[src/rtl/spi_req_arbiter.sv]
// spi_req_arbiter: shares one spi_master among NUM_REQ clients using
// round-robin arbitration. Each byte is sequenced as grant, start pulse,
// wait for done, response/ack, then a guard gap of GAP_CYCLES idle cycles.
// Optional feature: define SPI_ARB_TIMEOUT_EN to abort a transfer whose
// done does not arrive within TIMEOUT_CYC WAIT cycles (ack with err=1).
module spi_req_arbiter #(
    parameter int unsigned NUM_REQ     = 4,
    parameter int unsigned DATA_W      = 8,
    parameter int unsigned GAP_CYCLES  = 2,
    parameter int unsigned TIMEOUT_CYC = 64
) (
    input  logic                      clk,
    input  logic                      rst,
    input  logic [NUM_REQ-1:0]        req,
    input  logic [NUM_REQ*DATA_W-1:0] req_data,
    output logic [NUM_REQ-1:0]        ack,
    output logic [DATA_W-1:0]         rsp_data,
    output logic                      err,
    output logic                      busy,
    output logic [NUM_REQ-1:0]        cs_sel,
    output logic                      m_start,
    output logic [DATA_W-1:0]         m_data_in,
    input  logic                      m_done,
    input  logic [DATA_W-1:0]         m_data_out
);

    localparam int unsigned IDX_W = $clog2(NUM_REQ);

    if (NUM_REQ < 2 || NUM_REQ > 8 || GAP_CYCLES > 15 || TIMEOUT_CYC < 1) begin : g_cfg_check
        $error("spi_req_arbiter: parameter out of range");
    end

    typedef enum logic [1:0] {
        IDLE  = 2'd0,
        START = 2'd1,
        WAIT  = 2'd2,
        GAP   = 2'd3
    } state_t;

    state_t             state;
    logic [IDX_W-1:0]   idx;
    logic [IDX_W-1:0]   last_gnt;
    logic [3:0]         gap_cnt;
    logic [NUM_REQ-1:0] elig;
    logic [IDX_W-1:0]   win_idx;
    logic [IDX_W-1:0]   cand;
    logic               win_vld;
    logic               timeout_hit;

    // The client being acked this cycle must re-request next cycle to count
    assign elig = req & ~ack;

    // Round-robin search starting just after the last granted client
    always_comb begin
        win_vld = 1'b0;
        win_idx = '0;
        cand    = '0;
        for (int unsigned i = 1; i <= NUM_REQ; i++) begin
            cand = IDX_W'((32'(last_gnt) + i) % NUM_REQ);
            if (!win_vld && elig[cand]) begin
                win_vld = 1'b1;
                win_idx = cand;
            end
        end
    end

`ifdef SPI_ARB_TIMEOUT_EN
    localparam int unsigned TO_W = $clog2(TIMEOUT_CYC + 1);

    logic [TO_W-1:0] to_cnt;

    assign timeout_hit = (state == WAIT) && !m_done && (to_cnt == TO_W'(TIMEOUT_CYC - 1));

    // WAIT-cycle counter, cleared on every entry into WAIT
    always_ff @(posedge clk or posedge rst) begin
        if (rst)
            to_cnt <= '0;
        else if (state == START)
            to_cnt <= '0;
        else if (state == WAIT)
            to_cnt <= to_cnt + 1'b1;
    end

    // Abort flag accompanies the ack of a timed-out transfer
    always_ff @(posedge clk or posedge rst) begin
        if (rst)
            err <= 1'b0;
        else
            err <= timeout_hit;
    end
`else
    assign timeout_hit = 1'b0;
    assign err         = 1'b0;
`endif

    // Transfer sequencer with registered outputs
    always_ff @(posedge clk or posedge rst) begin
        if (rst) begin
            state     <= IDLE;
            idx       <= '0;
            last_gnt  <= IDX_W'(NUM_REQ - 1);
            gap_cnt   <= '0;
            ack       <= '0;
            rsp_data  <= '0;
            busy      <= 1'b0;
            cs_sel    <= '0;
            m_start   <= 1'b0;
            m_data_in <= '0;
        end else begin
            ack     <= '0;
            m_start <= 1'b0;
            case (state)
                IDLE: begin
                    if (win_vld) begin
                        idx       <= win_idx;
                        last_gnt  <= win_idx;
                        m_data_in <= req_data[32'(win_idx)*DATA_W +: DATA_W];
                        cs_sel    <= NUM_REQ'(1) << win_idx;
                        busy      <= 1'b1;
                        state     <= START;
                    end
                end
                START: begin
                    m_start <= 1'b1;
                    state   <= WAIT;
                end
                WAIT: begin
                    if (m_done || timeout_hit) begin
                        rsp_data <= m_done ? m_data_out : '0;
                        ack      <= NUM_REQ'(1) << idx;
                        cs_sel   <= '0;
                        if (GAP_CYCLES == 0) begin
                            busy  <= 1'b0;
                            state <= IDLE;
                        end else begin
                            gap_cnt <= 4'(GAP_CYCLES);
                            state   <= GAP;
                        end
                    end
                end
                GAP: begin
                    if (gap_cnt <= 4'd1) begin
                        gap_cnt <= '0;
                        busy    <= 1'b0;
                        state   <= IDLE;
                    end else begin
                        gap_cnt <= gap_cnt - 4'd1;
                    end
                end
                default: state <= IDLE;
            endcase
        end
    end

endmodule

[config.mk]
export PLATFORM = sky130hd
export DESIGN_NAME = spi_req_arbiter
export DESIGN_NICKNAME = d
export VERILOG_FILES = /design/src/rtl/spi_req_arbiter.sv
export SDC_FILE = /design/constraint.sdc
export NUM_CORES = 1
export LEC_CHECK = 0
export CAP_MARGIN = 25
export CELL_PAD_IN_SITES_DETAIL_PLACEMENT = 0
export CELL_PAD_IN_SITES_GLOBAL_PLACEMENT = 1
export CORE_UTILIZATION = 33
export CTS_CLUSTER_SIZE = 16
export DETAILED_ROUTE_END_ITERATION = 16
export GPL_TIMING_DRIVEN = 0
export HOLD_SLACK_MARGIN = 0.1
export PLACE_DENSITY = 0.87
export SLEW_MARGIN = 10
export SYNTH_ARGS = -nofsm -noshare
export SYNTH_HDL_FRONTEND = slang
export SYNTH_SLANG_ARGS = --single-unit
export TNS_END_PERCENT = 1
[constraint.sdc]
create_clock -name clk -period 2.2 [get_ports clk]
set_input_delay 0.22 -clock clk [delete_from_list [all_inputs] [get_ports clk]]
set_output_delay 0.22 -clock clk [all_outputs]
set_load 0.01 [all_outputs]
**Yosys cells after proc, flatten, opt, wreduce, memory -nomap -nowiden**

Cells that the tools add are included.

- $add $sub $neg: 5
- Multiply operators: 0
- Reduce and logical (&&, ||, !) cells: 16
- Multiplexer cells: 32
- Bitwise gates (word level): 2
- Shift-type cells: 3
- Eq/ne operators: 6
- Div/mod/pow operators: 0
- Order comparisons: 5

Operators with widths:

| kind | count |
|---|---|
| indexed part select 32 x 6 -> 8 bit | 1 |
| 2-to-1 mux 4 bit | 6 |
| case mux 4 bit (2 select lines) | 2 |
| 2-to-1 mux 2 bit | 7 |
| < comparator 2 x 3 -> 1 bit (second input constant) | 4 |
| 2-to-1 mux 1 bit | 11 |
| AND reduction 3 bit | 3 |
| binary-select mux 1 bit (select 2 bit) | 4 |
| case mux 2 bit (4 select lines) | 1 |
| << shifter 1 x 2 -> 4 bit (first input constant) | 2 |
| inequality test 2 bit (second input constant) | 3 |
| AND reduction 2 bit | 3 |
| nonzero test 2 bit | 3 |
| adder 2 x 1 -> 2 bit (second input constant) | 2 |
| adder 2 bit (second input constant) | 2 |
| AND 4 bit | 1 |
| == test 2 bit (second input constant) | 2 |
| <= comparator 4 x 1 -> 1 bit (second input constant) | 1 |
| inverter 4 bit | 1 |
| subtractor 4 x 1 -> 4 bit (second input constant) | 1 |
| logical AND 1 bit | 3 |
| logical NOT 1 bit | 3 |
| == test 2 x 1 -> 1 bit (second input constant) | 1 |
| logical NOT 2 bit | 1 |
| case mux 1 bit (2 select lines) | 1 |

- Output and inout bits: 27
- Memory bits (read-only): 0
- Memories kept: 0
- Latch bits: 0
- Bits in registers: 36
- RAM bits: 0
- Input port bits: 47

**Logic depth before layout (Yosys ltp)**

Gate-level depths: netlist of run 1.

- Depth in word-level cells: 17
- Mapped depth: 8
- Depth with buffers taken out: 8

**Worst setup path after synthesis of run 1**

OpenSTA, ideal clock, no wires.

- Path kind: reg-to-reg
- Start: register ack[1]
- End: register m_data_in[0]
- Path slack: 521 ps
- Buffers on the path: 0
- Stages on the path, launching flop included: 7
- Period minus slack after synthesis: 1679 ps
- Arrival: 1552 ps
- Path through: dfrtp_1 -> nor2b_4 -> a22oi_2 -> o211ai_4 -> mux2_2 -> o22ai_1 -> a31oi_1

- Longest elaborated chain between the ends: 15
- Elaborated cells on any way between the ends: 26
- Those cells by class: shift (1); mux (16); bitwise (2); reduce/logical (7)

Ends and longest elaborated chain:

| element | RTL line | RTL |
|---|---|---|
| start: declaration | 16 | `output logic [NUM_REQ-1:0] ack,` |
| start signal: assignment | 130 | `ack <= NUM_REQ'(1) << idx;` |
| inverter 4 bit * | 51 | `assign elig = req & ~ack;` |
| AND 4 bit * | 51 |  |
| binary-select mux 1 bit (select 2 bit) | 60 | `if (!win_vld && elig[cand]) begin` |
| 2-to-1 mux 1 bit (implied by the code) | 60 |  |
| 2-to-1 mux 1 bit | 60 |  |
| logical NOT 1 bit | 60 |  |
| logical AND 1 bit | 60 |  |
| 2-to-1 mux 1 bit | 60 |  |
| logical NOT 1 bit | 60 |  |
| logical AND 1 bit | 60 |  |
| 2-to-1 mux 1 bit | 60 |  |
| logical NOT 1 bit | 60 |  |
| logical AND 1 bit | 60 |  |
| 2-to-1 mux 2 bit or 2-to-1 mux 1 bit (tied branches) | 60 |  |
| indexed part select 32 x 6 -> 8 bit or AND reduction 2 bit (tied branches) | - |  |
| end signal: assignment | 117 | `m_data_in <= req_data[32'(win_idx)*DATA_W +: DATA_W];` |
| end: declaration | 22 | `output logic [DATA_W-1:0] m_data_in,` |

Every way passes the cells marked *; elsewhere a longest branch is shown, timed or not. The select of a mux whose other input is x is not followed.
A chain may end at the register's enable or synchronous reset.

**Final worst setup path of run 1**

- Start: register state[0]
- End: register m_data_in[1]

- Longest elaborated chain between the ends: 2

Ends and longest elaborated chain:

| element | RTL line | RTL |
|---|---|---|
| start: declaration | 40 | `state_t state;` |
| start signal: assignment | 99 | `state <= IDLE;` |
| start signal: assignment | 120 | `state <= START;` |
| start signal: assignment | 125 | `state <= WAIT;` |
| logical NOT 2 bit | 112 | `case (state)` |
| AND reduction 2 bit (no line) | - |  |

No other way between the ends.

==> results of run 1 <==
## per-layer routing
layer | up-vias | track usage [%]
met3 | 8 | 4.35
met5 | - | 0
met1 | 767 | 18.2
li1 | 769 | -
met2 | 49 | 25.1
met4 | 0 | 7.22
## registers in the layout (all words and copies together) (netlist names), 2 cells and up
signal	cells
last_gnt	2
gap_cnt	4
m_data_in	8
ack	4
rsp_data	8
cs_sel	4
idx	2
state	2
## worst paths after layout
path | end | slack [ns] | from
max | m_data_in[1] | 0.28 | state[0]
min | m_start | 0.38 | rst
max reg2reg | m_data_in[1] | 0.28 | state[0]
min reg2reg | ack[1] | 0.46 | idx[1]
max in group asynchronous | gap_cnt[2] | 1.34 | rst
min in group clk | ack[1] | 0.46 | idx[1]
## critical path: stages, from the launching register on
cell      delay, ns
dfrtp_1        0.41
inv_1          0.10
ha_1           0.19
inv_1          0.08
nor2_1         0.50
nand3b_4       0.25
o22ai_1        0.20
a31oi_1        0.06
## layout make-up
cell class	instances	share of cell area (%)
Sequential cell	36	32.2
Multi-Input combinational cell	121	32.0
Timing Repair Buffer	72	25.7
Clock buffer	8	3.21
Tap cell	72	3.21
Buffer	6	2.19
Inverter	11	1.47
## synthesized netlist by cell type
cell and instances:
a21oi_1 5, a22oi_2 1, a31o_2 1, a31oi_1 9, and2b_2 1, and3_1 1, buf_1 1, buf_4 1
buf_6 2, clkbuf_8 2, conb_1 1, dfrtp_1 34, dfstp_2 2, ha_1 6, inv_1 11, mux2_2 14
mux2_4 3, mux2i_1 8, nand2_1 14, nand2b_1 5, nand3_1 1, nand3b_1 1, nand3b_4 1, nor2_1 11
nor2b_1 1, nor2b_4 2, nor3_1 7, nor4_2 1, nor4b_1 1, o211a_1 1, o211ai_4 1, o21a_1 1
o21ai_0 13, o21ai_2 1, o22ai_1 8, or3_1 1
## metrics by stage
| stage | area, µm² | setup WS, ns | instances | utilization (%) |
|---|---|---|---|---|
| floorplan | 1900 | 0.521 | 174 | - |
| global placement | 2710 | 0.0452 | 318 | 49.0 |
| detailed placement | 2710 | 0.0297 | 318 | 49.0 |
| CTS | 2800 | 0.248 | 326 | 50.6 |
| global route | 2800 | 0.100 | 326 | 50.6 |
| finish | 2800 | 0.283 | 326 | 50.6 |
## report_power, final
| group | internal, mW | leakage [nW] | switching, mW |
|---|---|---|---|
| combinational | 1.01 | 0.727 | 0.895 |
| clock | 0.255 | 0.0455 | 0.227 |
| sequential | 0.982 | 0.435 | 0.201 |
| total | 2.24 | 1.21 | 1.32 |
## logic make-up after synthesis
| logic type | after synthesis | synth area share, % |
|---|---|---|
| compound gates | 41 | 13.9 |
| fa+ha+maj | 6 | 3.95 |
| buf+inv | 17 | 5.39 |
| flops | 36 | 47.5 |
| mux | 25 | 14.9 |
| other cells | 1 | 0.197 |
| simple gates | 48 | 14.1 |
==> impl_metrics.toml, run 1 <==
[final_layout]
finalNetCount = 306
drive_gt1_share_pct = 15.7
fill_cells = 541
final_cell_mix = "clkdlybuf4s50_1, dfrtp_1, nand2_1, mux2_2, o21ai_0"
regArea_um2 = 903
area_delta_synth_final_pct = 47.4
multi_input_area_um2 = 896
mostFrequentLayoutCell = "clkdlybuf4s50_1"
diodes = 0

[critical_path]
critPathKind = "flip-flop to flip-flop"
required_ns = 2.37
rr_worst_depth = 7
crit_path_max_fanout = 10
end_kind = "flip-flop"
arrival_ns = 2.09
start_kind = "flip-flop"

[die]
dieWidth_um = 77.9
io_pins = 74
coreArea_um2 = 5540
die_h_um = 77.9
dieArea_um2 = 6070
rows = 27
initial_utilization_pct = 34.3

[cts]
cts_tree = "built"
clockBufferDepth = 2
cts.clk_slew.worst_paths_ns = 0.07
postCtsSetupRepairBufs = 0
postCtsHoldBufs = 0
cts.sinks = 36
htree_num_levels = 2
clkLatencyLatePin_ns = 0.29
numCtsBuffers = 5
cts_resized = 0
clock-root-buffer = "clkbuf_8"

[placement]
portBuffers = 72
place_congestion = 0.756
dpl.hpwl_um = 3290

[global_route]
grt_max_degree = 37
grt_overflow = 0
antenna_found_initial = 0
grt_pass1_wl_um = 7170
grtUsageTotal_pct = 15.2
grt_pass1_vias = 1579

[route]
wire_per_inst_um = 13.5
first_pass_iters = 4
totalWireLength_um = 4390
wl_met1_um = 1870
top_layer = "met4"
viasPerCell = 4.89
wl_met2_um = 2150
route.detailed.drc = 0
ant_nets = 0
first_iter_violations = 50
vias = 1593
wl_met3_um = 284

[run_status]
status = "finished clean"

[power_and_ir_drop]
p_leak_nw = 1.21
vdd_drop_max_uv = 713
power.total_mw = 3.56
power_density_nw_per_um2 = 1270

[sta]
fin_skew_ns = 0.00201
finalHoldViolCount = 0
whs_ns = 0.380
fin_crit_sh_pct = 87.1
grt_setup_unrepaired = "false"
relSlewSlack_pct = 50.3
final_max_slew_viol_count = 0
setup_viol = 0
fmax_mhz = 522
final.setup.tns_ns = 0
finalCriticalPeriod_ns = 1.92
tightest_slew_ns = 0.745

[synthesis]
yosysTopAreaCell = "dfrtp_1"
ys_seq_elements = 36
ys_seq_area_share_pct = 47.5
synth.distinct_cells = 36
synth.area.top_cells = "dfrtp_1, mux2_2, mux2i_1"
synth_top_area_share_pct = 44.7
yosys_warnings = 0
syn_avg_cell_area_um2 = 10.9
syn_nets = 227
syn_inst = 174
synth_area_um2 = 1900

[hold_path]
hold_class = "primary input to asynchronous set/reset pin"

[flow_run]
maxCapViolations = 0
(Power assumes the default switching activity.)
==> run 2, diff against run 1 <==
Settings changed: CORE_ASPECT_RATIO set to 0.9.
==> run 2 against run 1 <==
Via count shrank 0.94%. Sequential power is essentially flat. Total power shrank 0.41%. Combinational power is essentially flat. Clock skew grew 0.0046 ns. Sequential share of layout area grew 0.072 points. Maximum frequency grew 2.5%. Utilization grew 1.1 points. Count of clock-buffer cells in the layout is the same. Clock power shrank 2%.
==> impl_metrics.toml, run 2 (synthesis gave the netlist of run 1 again) <==
[global_route]
grt_overflow = 0
grt_pass1_vias = 1495
antenna_found_initial = 0
grtUsageTotal_pct = 14.6
grt_pass1_wl_um = 6620
grt_max_degree = 37

[flow_run]
maxCapViolations = 0

[die]
die_h_um = 74.0
dieWidth_um = 82.0
initial_utilization_pct = 35.1
rows = 25
io_pins = 74
dieArea_um2 = 6070
coreArea_um2 = 5410

[route]
first_pass_iters = 4
ant_nets = 0
viasPerCell = 4.92
wire_per_inst_um = 13.3
totalWireLength_um = 4260
vias = 1578
route.detailed.drc = 0
first_iter_violations = 43

[sta]
final_max_slew_viol_count = 0
setup_ws_ns = 0.329
finalHoldViolCount = 0
whs_ns = 0.385
grt_setup_unrepaired = "false"
fin_skew_ns = 0.00660
setup_viol = 0
final.setup.tns_ns = 0
fmax_mhz = 535
relSlewSlack_pct = 50.5
finalCriticalPeriod_ns = 1.87
tightest_slew_ns = 0.741
fin_crit_sh_pct = 85.0

[critical_path]
slowest_stage = "dfrtp_1"
critPathMaxStageDelay_ns = 0.43
arrival_ns = 2.04
reg2reg_from = "ack[1]"
critPathKind = "flip-flop to flip-flop"
setup.worst_path.start = "ack[1]"
start_kind = "flip-flop"
rr_worst_depth = 6
required_ns = 2.37
end_kind = "flip-flop"
crit_path_max_fanout = 10
path_cells = "nor2b_4, a22oi_2, o211ai_4, mux2_2, o22ai_1, a31oi_1"

[power_and_ir_drop]
power.total_mw = 3.55
power_density_nw_per_um2 = 1270
p_leak_nw = 1.21
vdd_drop_max_uv = 649

[placement]
place_ws_ns = 0.0461
dpl.hpwl_um = 3260
place_congestion = 0.793
portBuffers = 72

[final_layout]
fill_cells = 503
top_regs = "m_data_in (8), rsp_data (8)"
drive_gt1_share_pct = 15.7
finalNetCount = 306
mostFrequentLayoutCell = "clkdlybuf4s50_1"
final_cell_mix = "clkdlybuf4s50_1, dfrtp_1, nand2_1, mux2_2, o21ai_0"
utilization_pct = 51.7
area_delta_synth_final_pct = 47.0
diodes = 0

[cts]
cts.clk_slew.worst_paths_ns = 0.07
cts_resized = 0
postCtsHoldBufs = 0
numCtsBuffers = 5
cts.sinks = 36
postCtsSetupRepairBufs = 0
htree_num_levels = 2
cts_tree = "built"
clock-root-buffer = "clkbuf_8"
clockBufferDepth = 2
clkLatencyLatePin_ns = 0.28

[hold_path]
hold_class = "primary input to asynchronous set/reset pin"

[run_status]
status = "finished clean"
run 2: metal layers:
metal,share of wire [%],vias to the layer above,wire length (µm),global-route usage (%)
li1,-,771,-,-
met1,46,749,1970,18.6
met2,46,52,1960,23.6
met3,6.2,6,264,4.42
met4,1.5,0,62,5.26
met5,0,-,0,0
run 2: final cells by class:
| cell class | instances | area [µm²] | area share (%) |
|---|---|---|---|
| clock buffer | 8 | 90.1 | 3.22 |
| sequential | 36 | 903 | 32.3 |
| tap | 67 | 83.8 | 3.00 |
| timing repair buffer | 72 | 721 | 25.8 |
| inverter | 11 | 41.3 | 1.48 |
| multi-input combinational | 121 | 896 | 32.0 |
| buffer | 6 | 61.3 | 2.19 |
run 2: power by group:
group	internal [mW]	switching [mW]	leakage (nW)	total, mW
logic	1.01	0.889	0.727	1.90
registers	0.982	0.200	0.435	1.18
clock network	0.255	0.218	0.0455	0.473
run 2: worst paths after layout:
check / end / slack (ns)
setup / recovery: m_data_in[3] / 0.33
hold / removal: rsp_data[2] / 0.38
setup reg to reg: m_data_in[3] / 0.33
hold reg to reg: ack[1] / 0.46
max in group asynchronous: cs_sel[3] / 1.34
min in group clk: ack[1] / 0.46
run 2: worst max-delay path: cells and delay by family, from the launching register on:
| kind | cells | cell delay [ns] |
|---|---|---|
| compound gates | 4 | 0.75 |
| flops | 1 | 0.43 |
| mux | 1 | 0.39 |
| simple gates | 1 | 0.19 |
run 2: stage by stage:
stage | area [µm²] | std cells
4_1_cts | 2800 | 321
2_1_floorplan | 1900 | 174
3_5_place_dp | 2710 | 313
3_3_place_gp | 2710 | 313
5_1_grt | 2800 | 321
6_report | 2800 | 321
